## src/rtl/fetch_sequencer.sv

```systemverilog
// fetch_sequencer: PC sequencer for a 128-word combinational instruction memory.
// Drives imem_addr from the PC, registers each fetched word toward IF/ID, and
// handles stall, branch redirect (one-bubble flush) and halt on a sentinel word.
// Optional build macro FETCH_PERF_EN adds saturating fetch/stall counters.
module fetch_sequencer #(
   parameter int unsigned       ADDR_W    = 7,
   parameter int unsigned       DATA_W    = 32,
   parameter logic [ADDR_W-1:0] RESET_PC  = '0,
   parameter logic [DATA_W-1:0] HALT_WORD = 32'hFFFF_FFFF
) (
   input  logic              clk,
   input  logic              rst,
   input  logic              start,
   input  logic              stall,
   input  logic              branch_taken,
   input  logic [ADDR_W-1:0] branch_target,
   output logic [ADDR_W-1:0] imem_addr,
   input  logic [DATA_W-1:0] imem_data,
   output logic [DATA_W-1:0] if_instr,
   output logic [ADDR_W-1:0] if_pc,
   output logic              if_valid,
   output logic              halted
`ifdef FETCH_PERF_EN
   ,
   output logic [31:0]       perf_fetch_cnt,
   output logic [31:0]       perf_stall_cnt
`endif
);

   typedef enum logic [1:0] {
      ST_IDLE  = 2'd0,
      ST_FETCH = 2'd1,
      ST_HALT  = 2'd2
   } state_t;

   state_t              state_q;
   logic [ADDR_W-1:0]   pc_q;
   logic [ADDR_W-1:0]   pc_inc_d;
   logic [DATA_W-1:0]   instr_q;
   logic [ADDR_W-1:0]   if_pc_q;
   logic                valid_q;
   logic                halted_q;
   logic                is_halt_word_c;

   // Sequential PC increment wraps modulo 2^ADDR_W by construction.
   assign pc_inc_d       = pc_q + ADDR_W'(1);
   assign is_halt_word_c = (imem_data == HALT_WORD);

   assign imem_addr = pc_q;
   assign if_instr  = instr_q;
   assign if_pc     = if_pc_q;
   assign if_valid  = valid_q;
   assign halted    = halted_q;

   // Fetch FSM: state, PC and IF/ID-facing registers updated together.
   always_ff @(posedge clk or posedge rst) begin
      if (rst) begin
         state_q  <= ST_IDLE;
         pc_q     <= RESET_PC;
         instr_q  <= '0;
         if_pc_q  <= '0;
         valid_q  <= 1'b0;
         halted_q <= 1'b0;
      end else begin
         case (state_q)
            ST_IDLE: begin
               valid_q <= 1'b0;
               if (start) begin
                  state_q <= ST_FETCH;
                  pc_q    <= RESET_PC;
               end
            end
            ST_FETCH: begin
               if (branch_taken) begin
                  // Redirect wins over stall; the in-flight word becomes a bubble.
                  pc_q    <= branch_target;
                  valid_q <= 1'b0;
               end else if (stall) begin
                  // Hold everything.
                  pc_q <= pc_q;
               end else if (is_halt_word_c) begin
                  // Halt word is swallowed; PC stays pointing at it.
                  valid_q  <= 1'b0;
                  state_q  <= ST_HALT;
                  halted_q <= 1'b1;
               end else begin
                  instr_q <= imem_data;
                  if_pc_q <= pc_q;
                  valid_q <= 1'b1;
                  pc_q    <= pc_inc_d;
               end
            end
            ST_HALT: begin
               valid_q <= 1'b0;
               if (start) begin
                  pc_q     <= RESET_PC;
                  state_q  <= ST_FETCH;
                  halted_q <= 1'b0;
               end
            end
            default: begin
               state_q  <= ST_IDLE;
               valid_q  <= 1'b0;
               halted_q <= 1'b0;
            end
         endcase
      end
   end

`ifdef FETCH_PERF_EN
   logic        fetch_evt_c;
   logic        stall_evt_c;
   logic [31:0] fetch_cnt_q;
   logic [31:0] stall_cnt_q;

   assign fetch_evt_c = (state_q == ST_FETCH) && !branch_taken && !stall && !is_halt_word_c;
   assign stall_evt_c = (state_q == ST_FETCH) && !branch_taken && stall;

   assign perf_fetch_cnt = fetch_cnt_q;
   assign perf_stall_cnt = stall_cnt_q;

   // Saturating event counters for completed fetches and stalled fetch cycles.
   always_ff @(posedge clk or posedge rst) begin
      if (rst) begin
         fetch_cnt_q <= '0;
         stall_cnt_q <= '0;
      end else begin
         if (fetch_evt_c && (fetch_cnt_q != 32'hFFFF_FFFF)) fetch_cnt_q <= fetch_cnt_q + 32'(1);
         if (stall_evt_c && (stall_cnt_q != 32'hFFFF_FFFF)) stall_cnt_q <= stall_cnt_q + 32'(1);
      end
   end
`endif

endmodule

```

## config.mk

```make
export PLATFORM = sky130hd
export DESIGN_NAME = fetch_sequencer
export DESIGN_NICKNAME = d
export VERILOG_FILES = /design/src/rtl/fetch_sequencer.sv
export SDC_FILE = /design/constraint.sdc
export NUM_CORES = 1
export LEC_CHECK = 0
export CORE_MARGIN = 10
export CORE_UTILIZATION = 35
export DETAILED_ROUTE_END_ITERATION = 6
export PLACE_DENSITY = 0.67
export SKIP_LAST_GASP = 1
export SYNTH_ARGS = -nofsm -noshare
export SYNTH_HDL_FRONTEND = slang
export SYNTH_SLANG_ARGS = --single-unit
```

## constraint.sdc

```tcl
create_clock -name clk -period 2 [get_ports clk]
set_input_delay 0.4 -clock clk [delete_from_list [all_inputs] [get_ports clk]]
set_output_delay 0.4 -clock clk [all_outputs]
set_load 0.05 [all_outputs]
```

==> results.md, run 1 <==
| Parameter | This run |
|:---|:---|
| Starting density of the core | 36.0% |
| IO Pins | 92 |
| Total Power | 0.00382 W |
| Source-to-sink clock delay at the later pin of the worst-skew pair | 300 ps |
| DIE AREA | 10100 um^2 |
| Ratio of routed vias to standard cells | 5.07 |
| Iteration count of the initial detailed-routing pass | 4 |
| Number of buffers added on ports | 91 |
| Drt wl/cell | 17.3 um |
| Synthesized flop and latch total | 50 |
| Final number of setup-violating endpoints | 0 |
| Design internal power | 0.00219 W |
| RSZ-0062 raised after global routing | yes |
| Switching pwr | 0.00163 W |
| DP Wirelength | 4.97 mm |
| Antenna diodes | 0 |
| Area post-placement | 3420 um^2 |
| Number of violations of the max-capacitance limit | 0 |
| Share of total power in combinational logic | 48.3% |
| Run status | finished, final reports clean |
| Antenna violations before repair | 0 |
| Total number of yosys warnings | 0 |
| Leakage power | 1.79 nW |
| Maximum clock insertion buffer count | 2 |
| Highest Clock Rate | 516 MHz |
| Highest ir drop seen on vdd | 0.676 mV |
| Critical Path Sink Type | register |
| Share of the clock period used by the worst path after layout | 96.9% |
| Number of core rows | 29 |
| Switching part of the total | 42.6% |
| First-pass GRT wire length | 9.98 mm |
| Fraction of final layout cells sized beyond drive strength 1 | 30.0% |
| Arrival time of the worst setup path | 2120 ps |
| Average cell area after synthesis | 13.1 um^2 |
| # clock sinks | 50 |
| Instance count of the mapped netlist | 173 |
| Gr usage total | 12.1% |
| Largest driver fanout on the critical path | 15 |
| Post-route minimum period | 1940 ps |
| Die Span Y | 101 um |
| Placer Congestion | 0.769 |
| Cell area after layout | 3610 um^2 |
| Clock-pin transition on the worst setup and hold timing paths | 90 ps |
| CORE AREA | 6310 um^2 |
| Total count of max-transition violations in the final report | 0 |
| Total number of H-tree levels | 2 |
| Final Core Density | 57.3% |
| Final Hold Fails | 0 |
| Power density relative to cell area | 1060 nW/um^2 |
| Net count after synthesis | 218 |
| Fin Hold WS | 359 ps |
| Final ANT Viol Nets | 0 |
| Number of placed cells counting well taps | 355 |
| Area of the mapped netlist | 2270 um^2 |
| Sequential share of the synthesized area | 55.1% |
| Die X | 101 um |
| Transition at the pin with the smallest max-transition slack | 534 ps |
| Final wirelength | 6.31 mm |
| Final standard cell count with taps included and fillers excluded | 364 |
| Aggregate global routing overflow | 0 |
| CP required | 2180 ps |
| Hold buffer count at CTS | 0 |
| Class of the tightest hold or removal check | input pin to async pin |
| Number of remaining DRC errors | 0 |
| Number of global-route vias before repair | 1953 |
| Launching element type of the critical path | input pin |
| Inserted Clock Buffers | 5 |
| Net count reported at finish | 332 |
| Worst slew margin relative to its limit | 64.3% |
| Worst Path Class, Setup | input pin to register |
| Number of library cell types mapped by synthesis | 35 |
| Initial detailed-routing violation count | 35 |
| Area Growth Syn to Fin | 59.1% |
| TritonCTS clock tree | yes |
| Proportion of power drawn by the clock network | 15.1% |
| Via count | 1845 |
| Cell at the root of the clock tree | clkbuf_8 |
| Maximum number of pins on one net before global-route repair | 38 |
| Proportion of power drawn by flip-flops and latches | 36.6% |
| Worst Clk Skew | 12.4 ps |
## synthesized netlist by cell type
cell type | instances | area, um^2
mux2_2 | 30 | 338
nor3b_1 | 1 | 7.51
buf_2 | 3 | 15.0
mux2i_1 | 1 | 10.0
buf_6 | 2 | 22.5
o211ai_1 | 3 | 22.5
inv_1 | 4 | 15.0
o31ai_1 | 1 | 7.51
o21ai_0 | 4 | 20.0
o22ai_2 | 1 | 12.5
nand3_2 | 1 | 10.0
a22oi_1 | 1 | 7.51
a21o_1 | 1 | 7.51
nor3_1 | 1 | 5.00
nor2_1 | 7 | 26.3
clkbuf_1 | 1 | 3.75
a32oi_1 | 1 | 8.76
nand2b_1 | 3 | 18.8
nor2b_1 | 1 | 6.26
o2bb2ai_1 | 3 | 26.3
ha_1 | 1 | 12.5
dfrtp_1 | 50 | 1250
a21oi_1 | 4 | 20.0
buf_1 | 1 | 3.75
nand4_1 | 10 | 62.6
nand2_1 | 10 | 37.5
and3_1 | 2 | 12.5
a2111oi_2 | 1 | 15.0
and2_1 | 1 | 6.26
mux2_4 | 10 | 150
a22o_1 | 2 | 17.5
nand3_1 | 7 | 35.0
nor4_4 | 2 | 42.5
o41ai_1 | 1 | 8.76
or3_1 | 1 | 6.26
## power by group through the flow
stage,Combinational (W),Clock [W],Sequential (W)
final,0.00184,0.000576,0.00140
after global routing,0.00194,0.000643,0.00144
after CTS,0.00187,0.000616,0.00140
after detailed placement,0.00186,0,0.00142
after global placement,0.00185,0,0.00141
after floorplan,0.000375,0,0.00220
## metrics by stage
stage,setup slack [ps],setup TNS [ps]
6_report,61.3,0
3_3_place_gp,-358,-15000
5_1_grt,-20.6,-79.0
4_1_cts,-18.4,-155
3_5_place_dp,-365,-15490
2_1_floorplan,175,0
## layout by cell type (no fill, tap or decap), types with 4 or more instances in the layout
cell             netlist  routed
clkbuf_8               0       5
clkdlybuf4s50_1        0      54
nor2_1                 7       7
mux2_4                10      10
a21oi_1                4       4
nand3_1                7       7
dlymetal6s2s_1         0      28
nand2_1               10       9
buf_4                  0      26
mux2_2                30      30
o21ai_0                4       4
dfrtp_1               50      50
nand4_1               10      10
## cells by family (layout without fill, tap and decap cells)
family / after synthesis / count (layout) / share of synthesized area (%)
AO/OA/AOI/OAI: 23 / 23 / 7.65
flip-flops: 50 / 50 / 55.1
buffers and inverters: 11 / 125 / 2.64
adder cells (fa/ha/maj): 1 / 1 / 0.551
multiplexers: 41 / 41 / 21.9
AND/OR/NAND/NOR: 47 / 47 / 12.2
## path summary, 6_finish.rpt
kind	slack [ps]	cells past startpoint	to	from
hold reg to reg	490	2	halted	halted
setup / recovery	60	6	if_pc[4]	imem_data[21]
min in group clk	360	2	if_instr[15]	imem_data[15]
hold / removal	360	2	if_instr[3]	rst
max in group asynchronous	1130	3	if_instr[0]	rst
setup reg to reg	160	4	if_pc[4]	state_q[1]
## final cells by class
cell class / instances / area [um^2]
multi-input combinational: 112 / 976
tap: 77 / 96.3
clock buffer: 5 / 68.8
sequential: 50 / 1250
inverter: 4 / 15.0
timing repair buffer: 114 / 1190
fill: 543 / 2700
clock inverter: 2 / 13.8
## metal layers
metal	global-route usage, %	vias up	share of wire (%)
li1	-	858	-
met1	15.0	919	42
met2	18.9	60	48
met3	5.28	8	8.8
met4	2.93	0	1.4
met5	0	-	0
## critical path, cell delays in order
cell and delay [ps]:
clkdlybuf4s50_1 440, nand4_1 160, nor4_4 60, a2111oi_4 380, buf_4 300, mux2_2 360
## registers in the layout (all words and copies together), names as in the netlist
register / count
if_instr: 32
if_pc: 7
imem_addr: 7
state_q: 2
halted: 1
if_valid: 1
## repair_timing
action                     CTS  global route
setup buffers                1             2
gates resized for setup      1            30
gates cloned                 0             1
pin swaps                    2             6
setup endpoints to repair   29            42
(Power assumes the default switching activity.)
==> inputs of run 2 (changes only) <==
--- a/config.mk
+++ b/config.mk
@@ -5,11 +5,14 @@
 export SDC_FILE = /design/constraint.sdc
 export NUM_CORES = 1
 export LEC_CHECK = 0
+export ABC_AREA = 1
 export CORE_MARGIN = 10
 export CORE_UTILIZATION = 35
 export DETAILED_ROUTE_END_ITERATION = 6
-export PLACE_DENSITY = 0.67
+export GPL_TIMING_DRIVEN = 0
+export PLACE_DENSITY = 0.66
 export SKIP_LAST_GASP = 1
 export SYNTH_ARGS = -nofsm -noshare
 export SYNTH_HDL_FRONTEND = slang
 export SYNTH_SLANG_ARGS = --single-unit
+export TNS_END_PERCENT = 1
==> run 2 against run 1 <==
Setup slack worse by 49 ps. Hold slack gained 1.9 ps. Total power decreased by 22%. Count of clock-buffer cells in the layout grew 2. Clock skew fell by 7.1 ps. Die area increased by 7.4%. Sequential share of layout area down 0.11 points. Global-route usage grew 1.5 points. Critical path depth fell by 5. Routed wire length rose by 15%. Area after synthesis grew 9.3%. Combinational power decreased by 38%. Critical path type is now register to output pin. Largest cell class unchanged. Largest power group is now registers.
==> results.md, run 2 <==
| Parameter | This run | vs previous |
|:---|:---|:---|
| Ratio of routed vias to standard cells | 4.60 | -9.2% |
| Worst Path Class, Setup | register to output pin |  |
| Antenna diodes | 0 | unchanged |
| TritonCTS clock tree | yes |  |
| Run status | finished, final reports clean |  |
| Synthesized-area fraction occupied by adder cells | 0.504% | -0.047 points |
| Number of violations of the max-capacitance limit | 0 | unchanged |
| Total Power | 0.00298 W | -22% |
| Maximum number of pins on one net before global-route repair | 38 | unchanged |
| Synthesized flop and latch total | 50 | unchanged |
| Sequential share of the synthesized area | 50.4% | -4.7 points |
| Net count reported at finish | 449 | +35% |
| Total count of max-transition violations in the final report | 0 | unchanged |
| Number of flops mapped to enable cells by yosys | 0 | unchanged |
| Startpoint of the lowest-slack register-to-register path | state_q[0] |  |
| Launching element type of the critical path | register |  |
| Critical path depth in cells | 1 | -5 |
| Pre-CTS WS | -56.5 ps | +308 ps |
| DP Wirelength | 5.73 mm | +15% |
| Post-route minimum period | 1990 ps | +49.3 ps |
| Area Growth Syn to Fin | 46.1% |  |
| Launching instance or port of the critical path | imem_addr[4] |  |
| Number of global-route vias before repair | 2357 | +21% |
| Critical Path Sink Type | output pin |  |
| Number of buffers added on ports | 91 | unchanged |
| Leading cell types by total area after synthesis | dfrtp_1 50%, nand2_1 19%, nand3_1 8.1% |  |
| Async set-reset flop share out of synthesis | 100% | unchanged |
| CP required | 1600 ps | -580 ps |
| Flip-flop count of the largest register, all copies and words added | 32 | unchanged |
| Arrival time of the worst setup path | 1590 ps | -530 ps |
| Compound-cell area share of the yosys netlist | 5.85% | -1.8 points |
| Largest stage delay, worst path | 840 ps | +400 ps |
| IO Pins | 92 | unchanged |
| Starting density of the core | 36.3% | +0.35 points |
| Gr usage total | 13.6% | +1.5 points |
| Most frequent cell after synthesis | nand2_1 |  |
| Multiplexer fraction of the synthesized cell area | 0% | -22 points |
| Instance count of the mapped netlist | 305 | +76% |
| Largest driver fanout on the critical path | 5 | -10 |
| Via count | 2305 | +25% |
| Cell depth of the worst flop-to-flop path | 9 | +5 |
| Share of the clock period used by the worst path after layout | 99.4% | +2.5 points |
| Share of the synthesized area in the top cell type | 50.4% | -4.7 points |
| Antenna violations before repair | 0 | unchanged |
| Final Hold Fails | 0 | unchanged |
| Placer Congestion | 0.814 | +5.8% |
| Power density relative to cell area | 822 nW/um^2 | -22% |
| Area share of xor/xnor cells in the synthesized design | 0.706% | +0.71 points |
| Sequence of cells on the critical path | clkdlybuf4s50_1 |  |
| DIE AREA | 10900 um^2 | +7.4% |
| Dominant combinational cell family by area after synthesis | simple AND/OR/NAND/NOR gates |  |
| Aggregate global routing overflow | 0 | unchanged |
| Total number of yosys warnings | 0 | unchanged |
| Maximum clock insertion buffer count | 2 | unchanged |
| Net count after synthesis | 350 | +61% |
| Most common flop cell mapped by yosys | dfrtp_1 |  |
| Class of the tightest hold or removal check | input pin to async pin |  |
| Cell at the root of the clock tree | clkbuf_8 |  |
| Number of core rows | 30 | +3.4% |
| Transition at the pin with the smallest max-transition slack | 547 ps | +12.7 ps |
| Number of library cell types mapped by synthesis | 25 | -29% |
| Highest Clock Rate | 503 MHz | -2.5% |
| Worst slew margin relative to its limit | 63.4% | -0.85 points |
| Area of the mapped netlist | 2480 um^2 | +9.3% |
| Highest ir drop seen on vdd | 0.375 mV | -45% |
| Worst Clk Skew | 5.24 ps | -7.15 ps |
| Die Span Y | 104 um | +3.6% |
| # clock sinks | 50 | unchanged |
| Simple-gate area share of the yosys netlist | 37.0% | +25 points |
| Clock-pin transition on the worst setup and hold timing paths | 90 ps | about the same |
| CORE AREA | 6830 um^2 | +8.2% |
| Final ANT Viol Nets | 0 | unchanged |
| Source-to-sink clock delay at the later pin of the worst-skew pair | 300 ps | about the same |
| RSZ-0062 raised after global routing | yes |  |
| Number of remaining DRC errors | 0 | unchanged |
| Leakage power | 1.77 nW | -1.2% |
| Final number of setup-violating endpoints | 0 | unchanged |
| Drt wl/cell | 14.5 um | -17% |
| Bufs and invs on worst path | 1 | -1 |
| Total number of H-tree levels | 2 | unchanged |
| Average cell area after synthesis | 8.14 um^2 | -38% |
| Inserted Clock Buffers | 5 | unchanged |
| Post-synth top area cell | dfrtp_1 |  |
| Reg-to-reg slack, setup | 500 ps | +340 ps |
| Die X | 104 um | +3.6% |
| Slowest CP cell | clkdlybuf4s50_1 |  |
| Final wirelength | 7.25 mm | +15% |
| Worst path setup slack after routing | 11.9 ps | -49.3 ps |
| Cell class contributing the biggest share of worst-path delay | buffers and inverters |  |
| Fin Hold WS | 361 ps | +1.86 ps |
| Initial detailed-routing violation count | 75 | +110% |
| Most used cells in the layout excluding fill and tap cells | 125 x nand2_1, 89 x clkdlybuf4s50_1, 50 x dfrtp_1 |  |
| Hold buffer count at CTS | 0 | unchanged |
| Most frequent standard cell in the layout excluding fill and tap cells | nand2_1 |  |
| Iteration count of the initial detailed-routing pass | 4 | unchanged |
| First-pass GRT wire length | 12.1 mm | +21% |
| Fraction of final layout cells sized beyond drive strength 1 | 9.38% | -21 points |
| Final Core Density | 53.1% | -4.2 points |
| Most common library cells after synthesis | 125 x nand2_1, 50 x dfrtp_1, 40 x nand3_1, 26 x nor2_1, 15 x o21ai_0 |  |
run 2: changes by cell type after synthesis, sizes merged, moves of 3 or more:
cell and change:
inv +6, nor2 +25, o21ai +14, nand2b -3, buf +6, mux2 -40
nand3 +32, nand4 -10, nand2 +120, o2bb2ai -3
run 2: per-stage QoR:
| stage | std cells | TNS, ps | cell area, um^2 |
|---|---|---|---|
| 2_1_floorplan | 305 | 0 | 2480 |
| 3_3_place_gp | 492 | -31650 | 3510 |
| 3_5_place_dp | 493 | -1450 | 3530 |
| 4_1_cts | 501 | -33.1 | 3620 |
| 5_1_grt | 501 | -104 | 3630 |
| 6_report | 501 | 0 | 3630 |
run 2: layer usage:
metal  track usage (%)  vias to the layer above  part of all wire, %
met5                 0                        -                    0
met1              16.7                     1063                   43
li1                  -                     1174                    -
met3              3.28                        7                  4.6
met4              3.58                        0                  1.3
met2              23.3                       61                   51
run 2: logic make-up after synthesis:
logic type                 after synthesis
AOI/OAI and AO/OA                       25
xor gates and xnor gates                 2
adders and majority gates                1
buffers and inverters                   22
and+or+nand+nor                        205
DFF                                     50
run 2: layout make-up:
type / instances / area [um^2]
Timing Repair Buffer: 92 / 932
Multi-Input combinational cell: 233 / 1090
Inverter: 10 / 37.5
Tap cell: 96 / 120
Clock buffer: 7 / 86.3
Fill cell: 691 / 3210
Sequential cell: 50 / 1250
Buffer: 12 / 98.8
Clock inverter: 1 / 5.00
run 2: repair_timing:
action | in CTS | in global routing
setup endpoints to repair | 4 | 5
setup buffers | 0 | 0
resized for setup | 1 | 1
run 2: where the power goes:
part,switching [W],internal [W],total [W]
Combinational,0.000741,0.000401,0.00114
Clock,0.000329,0.000280,0.000609
Sequential,0.0000902,0.00114,0.00123
Total,0.00116,0.00182,0.00298
run 2: final timing paths:
path,endpoint
worst max-delay path,imem_addr[4]
worst min-delay path,if_instr[3]
worst max register to register,imem_addr[2]
worst min register to register,if_instr[18]
max in group asynchronous,imem_addr[4]
min in group clk,if_instr[18]
==> inputs of run 3 (changes only) <==
--- a/config.mk
+++ b/config.mk
@@ -8,6 +8,7 @@
 export ABC_AREA = 1
 export CORE_MARGIN = 10
 export CORE_UTILIZATION = 35
+export CTS_CLUSTER_DIAMETER = 40
 export DETAILED_ROUTE_END_ITERATION = 6
 export GPL_TIMING_DRIVEN = 0
 export PLACE_DENSITY = 0.66
==> results of run 3 <==
Same layout as run 2: the final DEF is identical, and so are final timing and power.
